`config.mk`:
```
export PLATFORM = sky130hd
export DESIGN_NAME = addr_sequencer
export DESIGN_NICKNAME = d
export VERILOG_FILES = /design/src/rtl/addr_seq_pkg.sv /design/src/rtl/addr_src_mux.sv /design/src/rtl/addr_sequencer.sv
export SDC_FILE = /design/constraint.sdc
export NUM_CORES = 1
export LEC_CHECK = 0
export BUFFER_PORTS_ARGS = -buffer_cell sky130_fd_sc_hd__buf_2
export CAP_MARGIN = 20
export CELL_PAD_IN_SITES_DETAIL_PLACEMENT = 1
export CELL_PAD_IN_SITES_GLOBAL_PLACEMENT = 1
export CORE_UTILIZATION = 30
export DETAILED_ROUTE_END_ITERATION = 7
export HOLD_SLACK_MARGIN = 0.02
export PLACE_DENSITY_LB_ADDON = 0.1
export SLEW_MARGIN = 15
export SYNTH_ARGS = -nofsm -noshare
export SYNTH_HDL_FRONTEND = slang
export SYNTH_HIERARCHICAL = 1
export SYNTH_SLANG_ARGS = --single-unit
```
`constraint.sdc`:
```
create_clock -name i_clk -period 8.5 [get_ports i_clk]
set_clock_uncertainty 0.2 [all_clocks]
set_input_delay 0.425 -clock i_clk [delete_from_list [all_inputs] [get_ports i_clk]]
set_output_delay 0.425 -clock i_clk [all_outputs]
set_load 0.01 [all_outputs]
```
`src/rtl/addr_seq_pkg.sv`:
```
// -----------------------------------------------------------------------------
// addr_seq_pkg
//   Shared types, default widths and the address-advance function used by the
//   addr_sequencer block.
//
//   Contents:
//     seq_state_e  - FSM state encoding {ST_IDLE, ST_BURST}
//     *_DEF        - default parameter values for the top level
//     MAXW         - working width of next_addr (AW must be below MAXW)
//     next_addr()  - modular add of a signed step with optional ring window,
//                    returns {wrapped, addr}
// -----------------------------------------------------------------------------
package addr_seq_pkg;

  localparam int unsigned AW_DEF   = 16;
  localparam int unsigned NSRC_DEF = 2;
  localparam int unsigned SW_DEF   = 8;
  localparam int unsigned LW_DEF   = 8;

  // next_addr works on a fixed 32-bit datapath so one function serves every
  // AW. Callers zero-extend the address and bounds and sign-extend the step.
  localparam int unsigned MAXW = 32;

  typedef enum logic [0:0] {
    ST_IDLE  = 1'b0,
    ST_BURST = 1'b1
  } seq_state_e;

  // Returns {wrapped, addr}. Only the low aw bits of addr are meaningful;
  // bits above aw are always zero.
  //
  // Overflow detection: a < 2^aw and |s| is small, so a+s in MAXW bits only
  // has bits set above aw when the sum carried past 2^aw (positive step) or
  // borrowed below 0 (negative step, upper bits become all ones).
  function automatic logic [MAXW:0] next_addr(
    input logic [MAXW-1:0] a,
    input logic [MAXW-1:0] s,
    input logic            ring_en,
    input logic [MAXW-1:0] lo,
    input logic [MAXW-1:0] hi,
    input int unsigned     aw
  );
    logic [MAXW-1:0] mask;
    logic [MAXW-1:0] sum;
    logic [MAXW-1:0] res;
    logic            wrap;
    mask = (MAXW'(1) << aw) - MAXW'(1);
    sum  = a + s;
    wrap = |(sum & ~mask);
    res  = sum & mask;
    if (ring_en) begin
      // Fold the overshoot back into the window from the opposite bound.
      if (res > hi) begin
        res  = (lo + (res - hi - MAXW'(1))) & mask;
        wrap = 1'b1;
      end else if (res < lo) begin
        res  = (hi - (lo - res - MAXW'(1))) & mask;
        wrap = 1'b1;
      end
    end
    return {wrap, res};
  endfunction

endpackage

```
`src/rtl/addr_src_mux.sv`:
```
// -----------------------------------------------------------------------------
// addr_src_mux
//   Combinational priority select over NSRC parallel load sources. When several
//   strobes are asserted the highest-index source wins.
//
//   Ports:
//     i_load_en   [NSRC-1:0]    per-source load strobes
//     i_load_data [NSRC*AW-1:0] source i at bits [i*AW +: AW]
//     o_any                     at least one strobe asserted
//     o_data      [AW-1:0]      data of the winning source (0 if none)
// -----------------------------------------------------------------------------
module addr_src_mux
  import addr_seq_pkg::*;
#(
  parameter int unsigned NSRC = NSRC_DEF,
  parameter int unsigned AW   = AW_DEF
) (
  input  logic [NSRC-1:0]    i_load_en,
  input  logic [NSRC*AW-1:0] i_load_data,
  output logic               o_any,
  output logic [AW-1:0]      o_data
);

  // Ascending scan: a later (higher-index) hit overwrites an earlier one.
  always_comb begin
    o_any  = 1'b0;
    o_data = '0;
    for (int i = 0; i < NSRC; i++) begin
      if (i_load_en[i]) begin
        o_any  = 1'b1;
        o_data = i_load_data[i*AW +: AW];
      end
    end
  end

endmodule

```
`src/rtl/addr_sequencer.sv`:
```
// -----------------------------------------------------------------------------
// addr_sequencer
//   Address register with clear / multi-source load / signed step and an
//   optional ring window, plus a handshaked burst generator that emits
//   max(burst_len,1) addresses at a fixed signed stride.
//
//   Ports:
//     i_clk, i_rst_n            clock, synchronous active-low reset
//     i_clr                     addr to 0, aborts a burst (no done)
//     i_load_en/i_load_data     NSRC load sources, highest index wins
//     i_step_en/i_step          signed step add (IDLE only)
//     i_ring_en/lo/hi           ring window applied to step and stride adds
//     i_burst_start/base/len/stride  burst request (IDLE only)
//     i_addr_ready              consumer accepts o_addr
//     o_addr                    registered current address
//     o_addr_valid, o_busy      high while in BURST
//     o_done                    one-cycle pulse after the last beat accepted
//     o_wrapped                 one-cycle pulse on ring crossing or overflow
//     o_dbg_state               current FSM state
//
//   Handshake: a beat transfers on a rising edge where o_addr_valid and
//   i_addr_ready are both high. While o_addr_valid is high and the beat has
//   not transferred, o_addr is held stable; the consumer may drop or raise
//   i_addr_ready freely.
// -----------------------------------------------------------------------------
module addr_sequencer
  import addr_seq_pkg::*;
#(
  parameter int unsigned AW   = AW_DEF,
  parameter int unsigned NSRC = NSRC_DEF,
  parameter int unsigned SW   = SW_DEF,
  parameter int unsigned LW   = LW_DEF
) (
  input  logic               i_clk,
  input  logic               i_rst_n,
  input  logic               i_clr,
  input  logic [NSRC-1:0]    i_load_en,
  input  logic [NSRC*AW-1:0] i_load_data,
  input  logic               i_step_en,
  input  logic [SW-1:0]      i_step,
  input  logic               i_ring_en,
  input  logic [AW-1:0]      i_ring_lo,
  input  logic [AW-1:0]      i_ring_hi,
  input  logic               i_burst_start,
  input  logic [AW-1:0]      i_burst_base,
  input  logic [LW-1:0]      i_burst_len,
  input  logic [SW-1:0]      i_burst_stride,
  input  logic               i_addr_ready,
  output logic [AW-1:0]      o_addr,
  output logic               o_addr_valid,
  output logic               o_busy,
  output logic               o_done,
  output logic               o_wrapped,
  output seq_state_e         o_dbg_state
);

  seq_state_e    r_state;
  logic [AW-1:0] r_addr;
  logic [LW-1:0] r_beats;
  logic          r_done;
  logic          r_wrapped;

  // Load source selection
  logic          w_load_any;
  logic [AW-1:0] w_load_data;

  addr_src_mux #(
    .NSRC (NSRC),
    .AW   (AW)
  ) u_src_mux (
    .i_load_en   (i_load_en),
    .i_load_data (i_load_data),
    .o_any       (w_load_any),
    .o_data      (w_load_data)
  );

  // Operands widened to the next_addr working width
  logic [MAXW-1:0] w_addr_ext;
  logic [MAXW-1:0] w_step_ext;
  logic [MAXW-1:0] w_stride_ext;
  logic [MAXW-1:0] w_lo_ext;
  logic [MAXW-1:0] w_hi_ext;

  assign w_addr_ext   = MAXW'(r_addr);
  assign w_step_ext   = {{(MAXW-SW){i_step[SW-1]}}, i_step};
  assign w_stride_ext = {{(MAXW-SW){i_burst_stride[SW-1]}}, i_burst_stride};
  assign w_lo_ext     = MAXW'(i_ring_lo);
  assign w_hi_ext     = MAXW'(i_ring_hi);

  // Candidate next addresses for IDLE stepping and BURST striding
  logic [MAXW:0]   w_step_full;
  logic [MAXW:0]   w_stride_full;
  logic [AW-1:0]   w_step_addr;
  logic [AW-1:0]   w_stride_addr;
  logic            w_step_wrap;
  logic            w_stride_wrap;

  assign w_step_full   = next_addr(w_addr_ext, w_step_ext, i_ring_en,
                                   w_lo_ext, w_hi_ext, AW);
  assign w_stride_full = next_addr(w_addr_ext, w_stride_ext, i_ring_en,
                                   w_lo_ext, w_hi_ext, AW);

  assign w_step_addr   = w_step_full[AW-1:0];
  assign w_stride_addr = w_stride_full[AW-1:0];
  // Bits above AW are zero by construction; folding them in keeps every bit
  // of the result in use and would flag any residue as a wrap.
  assign w_step_wrap   = w_step_full[MAXW]   | (|w_step_full[MAXW-1:AW]);
  assign w_stride_wrap = w_stride_full[MAXW] | (|w_stride_full[MAXW-1:AW]);

  // A zero length request still produces one beat
  logic [LW-1:0] w_beats_init;
  assign w_beats_init = (i_burst_len == '0) ? LW'(1) : i_burst_len;

  // Main FSM, address register and beat counter
  always_ff @(posedge i_clk) begin
    if (!i_rst_n) begin
      r_state   <= ST_IDLE;
      r_addr    <= '0;
      r_beats   <= '0;
      r_done    <= 1'b0;
      r_wrapped <= 1'b0;
    end else begin
      r_done    <= 1'b0;
      r_wrapped <= 1'b0;
      case (r_state)
        ST_IDLE: begin
          if (i_clr) begin
            r_addr <= '0;
          end else if (i_burst_start) begin
            r_addr  <= i_burst_base;
            r_beats <= w_beats_init;
            r_state <= ST_BURST;
          end else if (i_step_en) begin
            r_addr    <= w_step_addr;
            r_wrapped <= w_step_wrap;
          end else if (w_load_any) begin
            r_addr <= w_load_data;
          end
        end

        ST_BURST: begin
          if (i_clr) begin
            r_addr  <= '0;
            r_beats <= '0;
            r_state <= ST_IDLE;
          end else if (i_addr_ready) begin
            // o_addr_valid is high throughout BURST, so ready alone
            // completes the handshake.
            if (r_beats <= LW'(1)) begin
              // Last beat: keep its address on o_addr after the burst.
              r_beats <= '0;
              r_done  <= 1'b1;
              r_state <= ST_IDLE;
            end else begin
              r_beats   <= r_beats - LW'(1);
              r_addr    <= w_stride_addr;
              r_wrapped <= w_stride_wrap;
            end
          end
        end

        default: begin
          r_state <= ST_IDLE;
        end
      endcase
    end
  end

  assign o_addr       = r_addr;
  assign o_addr_valid = (r_state == ST_BURST);
  assign o_busy       = (r_state == ST_BURST);
  assign o_done       = r_done;
  assign o_wrapped    = r_wrapped;
  assign o_dbg_state  = r_state;

endmodule
```
**Word-level counts from Yosys, hierarchy flattened**

Index checks and enable logic that the tools add are counted.

- Bits of input ports: 113
- Output and inout bits: 21
- Logic and storage cells: 88
- Register bits after elaboration: 27

- Reductions and logical operators: 8
- $lt $le $gt $ge: 5
- Mux-type cells: 45
- Eq/ne operators: 5
- Bitwise operators: 5
- Add/sub/neg operators: 15

Operators by type and width:

| operator | count |
|---|---|
| 16-bit 2-to-1 mux | 13 |
| 16-bit subtractor | 6 |
| 32-bit 2-to-1 mux | 2 |
| 16-bit by 2-bit subtractor with 16-bit output, second input constant | 4 |
| 8-bit 2-to-1 mux | 6 |
| 16-bit OR reduction | 3 |
| 17-bit by 8-bit adder with 18-bit output | 2 |
| 16-bit adder | 2 |
| 16-bit greater-than comparator | 2 |
| 16-bit < comparator | 2 |
| 16-bit one-hot mux with 2 select lines | 1 |
| 1-bit 2-to-1 mux | 20 |
| 8-bit one-hot mux with 2 select lines | 1 |
| 16-bit OR reduction, first input constant | 1 |
| 8-bit by 1-bit <= comparator with 1-bit output, second input constant | 1 |
| 8-bit zero test | 1 |
| 8-bit by 1-bit subtractor with 8-bit output, second input constant | 1 |
| 3-bit != test, second input constant | 2 |
| 3-bit AND reduction | 2 |
| 5-bit by 4-bit != test with 1-bit output, second input constant | 1 |
| 2-bit != test, second input constant | 2 |
| 1-bit one-hot mux with 2 select lines | 2 |
| 4-bit OR reduction | 1 |
| 1-bit inverter | 3 |
| 1-bit OR | 2 |

**Logic depth before layout (Yosys ltp)**

- Word-level depth: 13
- Mapped depth: 22
- Mapped depth without buffers: 22

**Cells and area by module**

Netlist, hierarchy kept.

By module, submodules not included:

| module | area an instance (µm²) | sequential area each (µm²) | cells each | times used |
|---|---|---|---|---|
| addr_sequencer | 8931.1 | 540.5 | 1096 | 1 |
| addr_src_mux | 201.4 | 0.0 | 25 | 1 |

**Worst setup path after synthesis**

OpenSTA, ideal clock, no wires.

- Kind: register to register
- Start: register r_addr[1], in the netlist o_addr[1]
- End: register r_addr[13], in the netlist o_addr[13]
- Slack: 3.702 ns
- Library setup time: 0.075 ns
- Period minus slack after synthesis: 4.798 ns
- Buffers on the path: 0
- Data required time: 8.225 ns
- Arrival: 4.523 ns
- Cell stages (with the launch flop): 21
- Path through: dfxtp_1 -> ha_1 -> a211oi_1 -> o21ai_1 -> a21oi_1 -> o21bai_1 -> a21o_1 -> a21oi_1 -> xnor2_1 -> inv_1 -> fa_1 -> inv_1 -> maj3_1 -> nor4_1 -> nor3_1 -> a211oi_1 -> xor2_1 -> a221oi_1 -> o221ai_1 -> o211a_1 -> o22ai_1

- Word-level cells in the longest chain between the ends: 11
- Elaborated cells on any way between the ends: 31
- Classes of those cells: add/sub: 14; order compare: 4; mux: 13

RTL lines:

| what | line | RTL |
|---|---|---|
| from (decl) | addr_sequencer.sv:58 | `logic [AW-1:0] r_addr;` |
| from (signal assigned) | addr_sequencer.sv:130 | `r_addr <= i_burst_base;` |
| from (signal assigned) | addr_sequencer.sv:134 | `r_addr <= w_step_addr;` |
| from (signal assigned) | addr_sequencer.sv:137 | `r_addr <= w_load_data;` |
| 17-bit by 8-bit adder with 18-bit output | addr_seq_pkg.sv:48 | `sum = a + s;` |
| 16-bit subtractor | addr_seq_pkg.sv:57 | `res = (hi - (lo - res - MAXW'(1))) & mask;` |
| 16-bit by 2-bit subtractor with 16-bit output | addr_seq_pkg.sv:57 |  |
| 16-bit subtractor | addr_seq_pkg.sv:57 |  |
| 16-bit 2-to-1 mux | addr_seq_pkg.sv:56 | `end else if (res < lo) begin` |
| 16-bit 2-to-1 mux / 32-bit 2-to-1 mux (equally long branches) | addr_seq_pkg.sv:53 | `if (res > hi) begin` |
| 16-bit 2-to-1 mux / 32-bit 2-to-1 mux (equally long branches) | addr_seq_pkg.sv:51 | `if (ring_en) begin` |
| 16-bit 2-to-1 mux, on equally long branches | addr_sequencer.sv:149, addr_sequencer.sv:133 |  |
| 16-bit 2-to-1 mux, on equally long branches | addr_sequencer.sv:146, addr_sequencer.sv:129 |  |
| 16-bit 2-to-1 mux, on equally long branches | addr_sequencer.sv:142, addr_sequencer.sv:127 |  |
| 16-bit one-hot mux with 2 select lines (*) | addr_sequencer.sv:125 | `case (r_state)` |

Mark *: on every way between the ends. The rest lies on a longest branch, timed or not. The select of a mux whose other input is x is not followed.
A chain may end at the register's enable or synchronous reset.

**Worst setup path after layout**

- Start: register r_addr[1], in the netlist o_addr[1]
- End: register r_addr[10], in the netlist o_addr[10]

Same word-level chain as after synthesis.

==> impl_summary.txt <==
----------------------------------------------------
[Critical path]
  Cell family contributing the most delay on the critical path ... compound AO/OA/AOI/OAI gates
  Delay of the slowest critical-path stage ... 750 ps
  Critical Setup Path Class ... flop to flop
  Maximum net fanout on the critical path ... 14
  CP Launch Point ... o_addr[1]
  Crit path buffers/inverters ... 0
  Data required time of the critical path ... 8520 ps
  Crit path arrival time ... 6090 ps
  Register-to-register setup slack ... 2430 ps
  Kind of start point of the critical path ... flop
  R2R depth ... 19
  Cells along the critical path ... ha_1, a211oi_1, o21ai_1, a21oi_1, o21ai_0, a2111oi_0, nor3_1, xor2_1, ha_1, nand2_1, nor2_1, a32o_1, o31ai_2, a21boi_1, nand2_1, o211ai_1, a21oi_1, o41ai_1, a21o_1
  Library cell contributing the largest single delay on the critical path ... o31ai_2
  Kind of capture point of the worst setup path ... flop
  RR Endpoint ... o_addr[10]
  Launch instance of the worst register-to-register path ... o_addr[1]

[Layout]
  Number of nets in the layout ... 1,579
  Leading cell type in the layout, fill and taps excluded ... ha_1
  Number of antenna cells inserted ... 0
  Fraction of layout instances using a drive strength above 1 ... 0.140
  Commonest cells after routing, fill and taps aside ... 155 x ha_1, 133 x buf_2, 106 x a21oi_1
  Area Growth Syn to Fin ... 13.0%

[Detailed routing]
  Final wirelength ... 37.6 mm
  First-iteration detailed-routing DRC count ... 458
  Average wire per cell in the routed design ... 23.0 um
  Via-to-Cell Ratio ... 5.56
  Post-route DRC ... 0
  Detailed Routing Iterations Pass 1 ... 5
  Vias ... 9,102
  ANT nets after route ... 0

[Timing]
  Slew at the pin with the worst max-slew slack ... 1040 ps
  Count of pins over their slew limit ... 0
  Number of endpoints with negative hold slack in the final report ... 0
  Maximum achievable frequency ... 165 MHz
  Final count of negative-setup-slack endpoints ... 0
  Unrepaired setup endpoints after global routing ... false
  Minimum setup slack in the final design ... 2430 ps
  Setup TNS ... 0 ps
  Minimum clock period after layout ... 6070 ps
  Final period utilization ... 0.714
  Remaining max-slew budget at the tightest pin ... 0.304

[Floorplan]
  Site Rows ... 63
  Die area ... 0.0311 sq mm
  Core Region ... 0.0298 sq mm
  Count of pins on the block boundary ... 134
  Y dimension of the die ... 176 um
  Die width ... 176 um
  Starting density of the core ... 0.307

[Min path]
  Hold Startpoint ... i_clr
  Cell depth of the worst min-delay path ... 2
  Worst Hold Path EP ... o_addr_valid
  Worst hold-check path type ... input pin to flop

[Yosys]
  Compound-gate portion of the synthesized area ... 0.288
  Syn avg cell area ... 8.15 sq um
  Synthesized-area fraction occupied by adder cells ... 0.354
  Async set-or-reset flop fraction in the synthesized netlist ... 0
  Distinct cell type count after synthesis ... 87
  Synth warn ... 6
  Gate count of the mapped netlist ... 1,121
  Number of synthesized flops with an enable pin ... 0
  Post-Synth XOR/XNOR Area ... 0.0885
  Simple-gate portion of the synthesized area ... 0.161
  Post-Synthesis Net Count ... 1,453
  Synth Cell Area ... 0.00913 sq mm
  Share of cell area taken by muxes after synthesis ... 0.00219
  Primary flip-flop cell chosen by synthesis mapping ... dfxtp_1
  Flip-flop and latch count after synthesis ... 27
  Share of the yosys chip area belonging to registers ... 0.0592
  Combinational family with the most area after synthesis ... adder cells

[Clocking]
  Resized Gates After CTS ... 0
  CTS H-Tree Depth ... 1
  Clock insertion delay at the later pin of the skew report ... 270 ps
  Number of buffers created by CTS ... 3
  CTS tree ... yes
  Post-CTS setup repair buffer count ... 0
  Clk sinks ... 27
  Clock transition at the register clock pins on the worst setup and hold paths after CTS ... 80 ps
  Root buf cell ... clkbuf_16
  Deepest clock path buffer count ... 2
  Hold-fix buffers, CTS ... 0

[Global route]
  Wire length of the first global-routing pass ... 57.5 mm
  Global route total overflow ... 0
  Initial antenna violation count ... 0
  Number of global-route vias before repair ... 9,613
  Largest net degree at the start of global routing ... 33
  GR Util All Layers ... 0.244

[Job]
  Maxcap violations ... 0

[Place]
  Worst slack at placement ... 2420 ps
  Buffers on Ports ... 133
  Weighted congestion reported at the end of routability-driven placement ... 0.856
  Detailed placer's ending HPWL ... 32.8 mm

[Status]
  Status ... finished, final reports clean

[Power and ir drop]
  Max rail drop VDD ... 0.0932 mV
  Standby leakage power ... 4.81 nW
  Power Density ... 256 mW/mm^2

----------------------------------------------------
-- metrics by stage --
stage / area [sq um] / total power (W) / hold WS, ps / util / std cells
3_5_place_dp: 10200 / 0.00250 / 329 / 0.344 / 1632
5_1_grt: 10300 / 0.00288 / 234 / 0.346 / 1636
4_1_cts: 10300 / 0.00263 / 214 / 0.346 / 1636
2_1_floorplan: 9130 / 0.00174 / 289 / - / 1121
6_report: 10300 / 0.00265 / 220 / 0.346 / 1636
3_3_place_gp: 10200 / 0.00249 / 323 / 0.344 / 1632
-- Yosys cell counts (12+ instances only) --
cell type,instances,share of area
o21ai_1,20,0.011
xnor2_1,53,0.051
nor2b_1,20,0.014
a31oi_1,14,0.0096
o21a_1,12,0.0099
clkbuf_1,14,0.0058
nor3_1,29,0.016
nand2_1,60,0.025
fa_1,64,0.14
a22oi_1,13,0.011
nand3_1,21,0.012
nand2b_1,16,0.011
nor2_1,84,0.035
a21oi_1,107,0.059
o21ai_0,64,0.035
a211oi_1,13,0.011
a21o_1,29,0.024
a22o_1,15,0.014
dfxtp_1,27,0.059
inv_1,72,0.030
o22ai_1,15,0.010
ha_1,155,0.21
xor2_1,29,0.028
-- cell type report --
class	instances	area [sq um]
Clock buffer	3	75.1
Clock inverter	1	5.00
Fill cell	3689	19500
Inverter	72	270
Multi-Input combinational cell	995	8170
Sequential cell	27	541
Tap cell	390	488
Timing Repair Buffer	148	778
-- metal layers --
| metal | wire length (um) | global-route usage |
|---|---|---|
| met1 | 18300 | 0.344 |
| met2 | 17700 | 0.418 |
| met3 | 1290 | 0.00991 |
| met4 | 386 | 0.0359 |
| met5 | 0 | 0 |
-- sequential cells by signal (all words and copies together), names as in the netlist --
| signal | count |
|---|---|
| o_addr | 16 |
| o_addr_valid | 1 |
| o_done | 1 |
| o_wrapped | 1 |
| r_beats | 8 |
-- worst max-delay path by stage --
stage | to | slack, ps | cells past startpoint
after CTS | o_addr[7] | 2460 | 19
after global placement | o_addr[10] | 2560 | 20
final | o_addr[10] | 2430 | 19
after floorplan | o_addr[13] | 3700 | 20
after global routing | o_addr[10] | 2020 | 19
after detailed placement | o_addr[7] | 2420 | 20
-- power breakdown --
group / switching (W) / total (W) / internal, W / leakage (nW)
Combinational: 0.00146 / 0.00237 / 0.000913 / 4.54
Clock: 0.0000526 / 0.000117 / 0.0000639 / 0.0409
Sequential: 0.0000198 / 0.000159 / 0.000139 / 0.222
-- kinds of logic (layout without fill, tap and decap cells) --
logic type,Yosys count,count (layout)
adders and majority gates,220,220
DFF,27,27
buffers and inverters,99,224
AOI/OAI and AO/OA,397,397
and+or+nand+nor,290,290
muxes,2,2
xor gates and xnor gates,86,86
-- worst reg2reg max path, cell delays in order (launching register included) --
cell and delay [ps]:
dfxtp_1 500, ha_1 310, a211oi_1 340, o21ai_1 180, a21oi_1 210, o21ai_0 160, a2111oi_0 380, nor3_1 130
xor2_1 600, ha_1 400, nand2_1 120, nor2_1 50, a32o_1 220, o31ai_2 750, a21boi_1 450, nand2_1 240
o211ai_1 240, a21oi_1 60, o41ai_1 320, a21o_1 150
(Power assumes the default switching activity.)
